==> config.mk <==
export PLATFORM = sky130hd
export DESIGN_NAME = acc_sched
export DESIGN_NICKNAME = d
export VERILOG_FILES = /design/src/rtl/acc_sched.sv
export SDC_FILE = /design/constraint.sdc
export NUM_CORES = 1
export LEC_CHECK = 0
export CAP_MARGIN = 20
export CORE_MARGIN = 4
export CORE_UTILIZATION = 33
export DETAILED_ROUTE_END_ITERATION = 6
export PLACE_DENSITY = 0.81
export SLEW_MARGIN = 20
export SYNTH_ARGS = -nofsm -noshare
export SYNTH_HDL_FRONTEND = slang
export SYNTH_SLANG_ARGS = --single-unit
==> constraint.sdc <==
create_clock -name iClk -period 2.3 [get_ports iClk]
set_clock_uncertainty 0.05 [all_clocks]
set_input_delay 0.46 -clock iClk [delete_from_list [all_inputs] [get_ports iClk]]
set_output_delay 0.46 -clock iClk [all_outputs]
set_load 0.005 [all_outputs]
==> src/rtl/acc_sched.sv <==
// Round-robin front end that time-shares one accumulator; result appears 3+L cycles after the winning request.
// Backpressure: only the granted requester sees ready, during RUN; valid gaps simply stall the burst.
module acc_sched #(
    parameter int BITWIDTH = 32,
    parameter int NUM_REQ  = 4,
    parameter int LEN_W    = 8,
    parameter int ID_W     = $clog2(NUM_REQ)
) (
    input  logic                        iClk,
    input  logic                        iRst,
    input  logic [NUM_REQ-1:0]          iReq,
    input  logic [NUM_REQ*LEN_W-1:0]    iLen,
    input  logic [NUM_REQ-1:0]          iValid,
    input  logic [NUM_REQ*BITWIDTH-1:0] iData,
    output logic [NUM_REQ-1:0]          oGnt,
    output logic [NUM_REQ-1:0]          oReady,
    output logic                        oAccEn,
    output logic                        oAccClr,
    output logic [BITWIDTH-1:0]         oAccData,
    input  logic [BITWIDTH:0]           iAccData,
    output logic                        oDone,
    output logic [ID_W-1:0]             oDoneId,
    output logic [BITWIDTH:0]           oResult
);

    typedef enum logic [1:0] {IDLE, CLR, RUN, WAIT} stateT;

    stateT            state;
    logic [ID_W-1:0]  id;
    logic [ID_W-1:0]  ptr;
    logic [LEN_W-1:0] cnt;

    logic             found;
    logic [ID_W-1:0]  winId;
    logic [ID_W-1:0]  cand;

    // Search starts one past the last served id so a persistent requester waits its turn.
    always_comb begin
        found = 1'b0;
        winId = '0;
        cand  = '0;
        for (int k = 1; k <= NUM_REQ; k++) begin
            cand = ID_W'((int'(ptr) + k) % NUM_REQ);
            if (!found && iReq[cand]) begin
                found = 1'b1;
                winId = cand;
            end
        end
    end

    assign oAccClr  = (state == CLR);
    assign oReady   = (state == RUN) ? oGnt : '0;
    assign oAccEn   = (state == RUN) && iValid[id];
    assign oAccData = iData[id*BITWIDTH +: BITWIDTH];

    always_ff @(posedge iClk) begin
        if (iRst) begin
            state   <= IDLE;
            ptr     <= ID_W'(NUM_REQ - 1);
            cnt     <= '0;
            id      <= '0;
            oGnt    <= '0;
            oDone   <= 1'b0;
            oDoneId <= '0;
            oResult <= '0;
        end else begin
            oDone <= 1'b0;
            case (state)
                IDLE: begin
                    if (found) begin
                        id    <= winId;
                        oGnt  <= {{(NUM_REQ-1){1'b0}}, 1'b1} << winId;
                        cnt   <= iLen[winId*LEN_W +: LEN_W];
                        state <= CLR;
                    end
                end
                CLR: begin
                    ptr   <= id;
                    state <= (cnt == '0) ? WAIT : RUN;
                end
                RUN: begin
                    if (iValid[id]) begin
                        cnt <= cnt - LEN_W'(1);
                        if (cnt == LEN_W'(1)) begin
                            state <= WAIT;
                        end
                    end
                end
                WAIT: begin
                    // Accumulator register now holds the last word, so capture the sum here.
                    oResult <= iAccData;
                    oDoneId <= id;
                    oDone   <= 1'b1;
                    oGnt    <= '0;
                    state   <= IDLE;
                end
                default: state <= IDLE;
            endcase
        end
    end

endmodule

==> results of run 1 <==
[per-layer routing]
layer	GRT usage	up-vias	share of wire
li1	-	1840	-
met1	0.237	1863	0.35
met5	0	-	0
met4	0.0721	0	0.027
met3	0.0518	32	0.095
met2	0.417	202	0.53
[kinds of logic after synthesis]
family | Yosys count
adder cells (fa/ha/maj) | 8
flip-flops | 54
AND/OR/NAND/NOR | 95
buffers and inverters | 33
multiplexers | 85
XOR/XNOR | 4
AO/OA/AOI/OAI | 54
[layout make-up]
class                      count  share of cell area
antenna                        1            0.000371
clock buffer                   5              0.0102
clock inverter                 3             0.00704
inverter                       9             0.00500
multi-input combinational    246               0.335
sequential                    54               0.161
tap                          136              0.0252
timing repair buffer         314               0.457
[timing repair]
action / 4_1_cts / 5_1_grt
pin swaps: 0 / 1
resized for setup: 37 / 13
gates cloned: 0 / 0
buffers inserted: 4 / 3
endpoints found under the setup margin: 36 / 19
[sequential cells by signal, summed over array words and instances (netlist names)]
register,flops
cnt,8
oResult,33
id,2
oDone,1
oGnt,4
ptr,2
oDoneId,2
state,2
[cells in the final DEF, fill, tap and decap left out, types with 5 or more instances in the layout]
master           synthesis  final
a21oi_1                  6      5
inv_1                    9      8
mux4_2                  31     31
o21ai_0                 12     12
clkbuf_8                 0      5
nor2_1                  53     53
dlygate4sd2_1            0     27
dfxtp_1                 54     52
buf_4                    0     28
mux2i_1                 47     47
clkdlybuf4s50_1          0    245
nand2_1                 10     10
and2_1                   6      6
mux2_2                   5      5
nor3_1                   6      6
ha_1                     8      6
[power by group through the flow]
stage	logic, mW	clock network [mW]	registers (mW)
3_5_place_dp	3.07	0	1.31
2_1_floorplan	1.59	0	1.26
6_report	3.03	0.662	1.30
3_3_place_gp	3.00	0	1.30
4_1_cts	2.99	0.676	1.30
5_1_grt	3.26	0.716	1.32
[worst max-delay path, cell delays in order (launching register included)]
cell and delay, ns:
dfxtp_4 0.40, buf_12 0.12, buf_4 0.12, mux4_2 0.51, dlygate4sd2_1 0.28
[how the worst max path moves through the flow]
stage / start / to / slack [ns]
2_1_floorplan: id[0] / oAccData[10] / 0.22
3_3_place_gp: iReq[1] / cnt[4] / -0.20
3_5_place_dp: iReq[1] / cnt[4] / -0.24
4_1_cts: iData[102] / oAccData[6] / 0.004
5_1_grt: iReq[0] / cnt[4] / -0.01
6_report: id[0] / oAccData[31] / 0.06
==> results.md, run 1 <==
* CORE AREA at 0.0102 mm²
* Crit path time final at 2.24 ns
* Slew headroom at 0.744
* Worst R2R Path Depth at 9
* Post-synthesis mux area share at 0.368
* Crit Path Category: reg2out
* Simple-gate share of the synthesized area at 0.125
* Share of flip-flops with an asynchronous set or reset at 0
* HP Start: oResult[29]
* Cells after Synth at 333
* Routed length per placed instance at 19.4 µm
* Pint at 3.22 mW
* Dpl cell area at 0.00658 mm²
* Setup Viol. Count Final at 0
* Main combinational cell family by area after synthesis: multiplexers
* Slew @ Worst Pin at 0.384 ns
* Register Area at 0.00109 mm²
* Critical-path maximum fanout at 5
* Initial drt markers at 187
* Vias per cell at 5.13
* Synth Cell Area at 0.00344 mm²
* Leading area contributor after synthesis: dfxtp_1
* Status: complete, no violations
* P&R area growth vs syn at 96.1%
* Multi-input logic area at 0.00226 mm²
* Post-Synth XOR/XNOR Area at 0.0102
* Hold Crit Class: reg2reg
* Fmax at 446 MHz
* Top-count cell post-synth: dfxtp_1
* CTS tree: yes
* Pwr Total at 4.99 mW
* Setup TNS at 0 ns
* Fin. Hold Viols at 0
* DP Cell Count at 753
* Peak supply drop at 0.000477 V
* Dominant synthesized flop cell: dfxtp_1
* Io pins at 281
* Pleak at 2.54 nW
* Sequential Power Share at 0.261
* Final ANT Viol Nets at 0
* Hold path endpoint: oResult[29]
* Root Driver: clkbuf_8
* RR Startpoint: id[0]
* Syn Nets at 544
* Final period utilization at 0.976
* CTS buffer count at 5
* Complex-gate fraction of the synthesized area at 0.115
* Yosys cell types at 50
* Worst EP required at 1.79 ns
* CP arrival at 1.73 ns
* Reg clk slew, reported paths at 0.11 ns
* Chip width at 110 µm
* Initial Util at 0.336
* DIE AREA at 0.0121 mm²
* Via count at 3937
* Hold Slack at 0.451 ns
* First-pass GRT wire length at 20700 µm
* Pre-CTS setup slack at -0.244 ns
* Antenna violations before repair at 1
* Hold Buf Count CTS at 0
* Setup crit start kind: flip-flop
* Initial DRT Pass Iterations at 7
* Final nets at 841
* Core Util, Final at 0.660
* Max Root-Sink Buffers at 2
* Synth Area in Adders at 0.0291
* Post-detail-place hpwl at 12400 µm
* Post-synth EDFFs at 0
* Clk pwr share at 0.133
* Gpl congestion at 0.892
* Vias in the first global route at 3982
* Yosys warns at 0
* Layout cells sized above 1 at 0.143
* Area share of the largest cell type after synthesis at 0.314
* Worst-skew pair later-pin latency at 0.30 ns
* RR Endpoint: state[1]
* Yosys reg bits at 54
* Combinational fraction of design power at 0.607
* Placement Rows at 37
* Register-to-register setup slack at 0.16 ns
* H-tree level count at 2
* Overall routing resource usage at 0.220
* CTS sink cnt at 54
* Sw Ratio at 0.355
* NetSw at 1.77 mW
* Port Buffer Count at 280
* Layout fillers at 841
* Register area share after synthesis at 0.314
* Slew Limit Fails at 0
* Worst Hold Path Cells at 2
* Setup ws final at 0.0557 ns
* Pwr Density at 740 mW/mm²
* Top post-synthesis cells by area: dfxtp_1, mux4_2, mux2i_1
* Element type at the critical path end: output port
* Gr ovfl total at 0
* Commonest cells post-synth: dfxtp_1, nor2_1, mux2i_1
* Final Instance Count excl. Fillers at 768
* Pin count of the biggest net entering global routing at 38
* Final Instance Area at 0.00675 mm²
* Syn_area_per_cell at 10.3 µm²
* Drt drc at 0
* Final wirelength at 14900 µm
* Max cap viols at 0
* Die height at 110 µm
Power figures use the tool's default switching activity.
==> run 2, diff against run 1 <==
CORE_AREA = 2 2 109 111   (was not set)
CORE_MARGIN = not set   (was 4)
CORE_UTILIZATION = not set   (was 33)
DIE_AREA = 0 0 111 113   (was not set)
GPL_TIMING_DRIVEN = 1   (was not set)
PLACE_DENSITY = 0.76   (was 0.81)
==> results.md, run 2 (synthesis results as in run 1) <==
* Layout cells sized above 1 at 0.160 (+0.0170)
* Vias in the first global route at 4290 (+7.7%)
* RR Startpoint: id[0]
* Chip width at 111 µm (+0.79%)
* Sequential Power Share at 0.247 (-0.014)
* RR Endpoint: state[0]
* Final Instance Area at 0.00691 mm² (+2.3%)
* Drt drc at 0 (unchanged)
* Slew Limit Fails at 0 (unchanged)
* Post-detail-place hpwl at 12600 µm (+1.7%)
* Pin count of the biggest net entering global routing at 37 (-2.6%)
* End point of the critical path: oAccData[8]
* P&R area growth vs syn at 101%
* Pint at 3.49 mW (+8.3%)
* Final period utilization at 0.975 (about the same)
* CTS sink cnt at 54 (unchanged)
* Worst R2R Path Depth at 7 (-2)
* Clk pwr share at 0.167 (+0.034)
* WP depth at 4 (unchanged)
* Gpl congestion at 0.866 (-3.0%)
* Status: complete, no violations
* Crit Path Category: reg2out
* Placement Rows at 39 (+5.4%)
* H-tree level count at 2 (unchanged)
* Via count at 3942 (+0.13%)
* Largest register FFs at 33 (unchanged)
* Initial drt markers at 195 (+4.3%)
* Hold Buf Count CTS at 0 (unchanged)
* Register Area at 0.00108 mm² (-0.12%)
* Sw Ratio at 0.345 (-0.0102)
* Peak supply drop at 0.000450 V (-5.6%)
* Gr ovfl total at 0 (unchanged)
* Root Driver: clkbuf_16
* Diodes inserted at 0 (-1)
* Pwr Total at 5.33 mW (+6.7%)
* CORE AREA at 0.0113 mm² (+10%)
* Worst-skew pair later-pin latency at 0.29 ns (about the same)
* Routed length per placed instance at 19.6 µm (+0.97%)
* Fmax at 446 MHz (about the same)
* Critical-path maximum fanout at 8 (+3)
* Core Util, Final at 0.613 (-0.0473)
* Combinational fraction of design power at 0.586 (-0.021)
* Critical path cell sequence: buf_12 > buf_12 > mux4_2 > dlygate4sd2_1
* Biggest regs: oResult (33), cnt (8), oGnt (4)
* First-pass GRT wire length at 23700 µm (+15%)
* Final ANT Viol Nets at 0 (unchanged)
* Cell family with most CP delay: buffers and inverters
* Slew @ Worst Pin at 0.376 ns (-0.00778 ns)
* Crit path time final at 2.24 ns (-0.00104 ns)
* Dpl cell area at 0.00661 mm² (+0.40%)
* Register-to-register setup slack at 0.22 ns (+0.06 ns)
* CTS tree: yes
* Vias per cell at 5.04 (-1.7%)
* Final wirelength at 15300 µm (+2.8%)
* Worst EP required at 1.79 ns (about the same)
* Layout fillers at 961 (+14%)
* Port Buffer Count at 280 (unchanged)
* Reg clk slew, reported paths at 0.08 ns (-0.03 ns)
* Unrepaired setup endpoints after global routing: no
* Io pins at 281 (unchanged)
* Critical Path Max Stage Delay at 0.48 ns (-0.03 ns)
* Most frequent cells in the layout: clkdlybuf4s50_1, nor2_1, dfxtp_1
* Buffer and inverter count on the worst path at 3 (unchanged)
* Initial Util at 0.305 (-0.0311)
* Pleak at 2.61 nW (+2.8%)
* Antenna violations before repair at 0 (-1)
* Overall routing resource usage at 0.239 (+0.0191)
* Critical-path top delay cell: mux4_2
* Max Root-Sink Buffers at 2 (unchanged)
* NetSw at 1.83 mW (+3.6%)
* CP arrival at 1.73 ns (about the same)
* DIE AREA at 0.0125 mm² (+3.4%)
* Commonest non-fill, non-tap cell in the layout: clkdlybuf4s50_1
* Hold Crit Class: reg2reg
* Fin. Hold Viols at 0 (unchanged)
* Final nets at 849 (+0.95%)
* Slew headroom at 0.749 (+0.00519)
* Die height at 113 µm (+2.6%)
* Max cap viols at 0 (unchanged)
* Top reg by flops: oResult
* Multi-input logic area at 0.00227 mm² (+0.39%)
* Crit path launch: id[0]
* Crit-path most repeated cell: buf_12
* Initial DRT Pass Iterations at 4 (-3)
* CTS buffer count at 5 (unchanged)
* Setup crit start kind: flip-flop
* Element type at the critical path end: output port
* Setup Viol. Count Final at 0 (unchanged)
* Pwr Density at 771 mW/mm² (+4.3%)
## run 2: cell count changes in the layout (fill, tap and decap cells not counted), moves of 2 or more
| cell | before | now |
|---|---|---|
| clkbuf_16 | 0 | 5 |
| dlymetal6s2s_1 | 3 | 1 |
| clkbuf_8 | 5 | 0 |
| clkdlybuf4s50_1 | 245 | 243 |
| dlygate4sd2_1 | 27 | 29 |
| clkbuf_2 | 1 | 3 |
| buf_12 | 4 | 6 |
| buf_4 | 28 | 34 |
## run 2: layer usage
| metal | routed length, µm | GRT usage |
|---|---|---|
| met1 | 5870 | 0.275 |
| met2 | 8040 | 0.440 |
| met3 | 929 | 0.0503 |
| met4 | 453 | 0.0808 |
| met5 | 0 | 0 |
## run 2: final cells by class
cell class / count / area share
clock buffer: 5 / 0.0181
multi-input combinational: 246 / 0.328
tap: 143 / 0.0259
sequential: 54 / 0.157
timing repair buffer: 322 / 0.459
inverter: 9 / 0.00489
clock inverter: 3 / 0.00689
## run 2: worst min-delay path by stage
stage	startpoint	to	slack [ns]	cells after the start
6_report	oDoneId[1]	oDoneId[1]	0.45	2
5_1_grt	cnt[1]	cnt[1]	0.48	1
4_1_cts	oDoneId[1]	oDoneId[1]	0.46	2
3_5_place_dp	oResult[10]	oResult[10]	0.44	2
3_3_place_gp	oResult[6]	oResult[6]	0.42	2
2_1_floorplan	cnt[1]	cnt[1]	0.41	1
## run 2: what timing repair did
| action | 4_1_cts | 5_1_grt |
|---|---|---|
| buffers inserted | 5 | 4 |
| cloned | 1 | 0 |
| pin swaps | 0 | 0 |
| setup endpoints to repair | 37 | 14 |
| resized for setup | 49 | 12 |
## run 2: worst min-delay path, cell delays in order (launching register included)
cell and delay (ns):
dfxtp_1 0.33, mux2i_1 0.06, nor2_1 0.07
## run 2: per-stage QoR
step                      hold slack, ns  worst slack (ns)  cells  TNS [ns]
after detailed placement           0.435            -0.216    764     -3.05
final                              0.449            0.0567    782         0
after CTS                          0.455           0.00241    778         0
after global routing               0.480          0.000881    782         0
after global placement             0.422            -0.161    764     -2.21
after floorplan                    0.415             0.225    333         0
## run 2: power by group through the flow
stage	clock, mW	combinational, mW	sequential, mW
3_3_place_gp	0	3.02	1.30
3_5_place_dp	0	3.09	1.31
5_1_grt	0.945	3.36	1.34
4_1_cts	0.914	3.06	1.31
6_report	0.888	3.12	1.32
2_1_floorplan	0	1.59	1.26
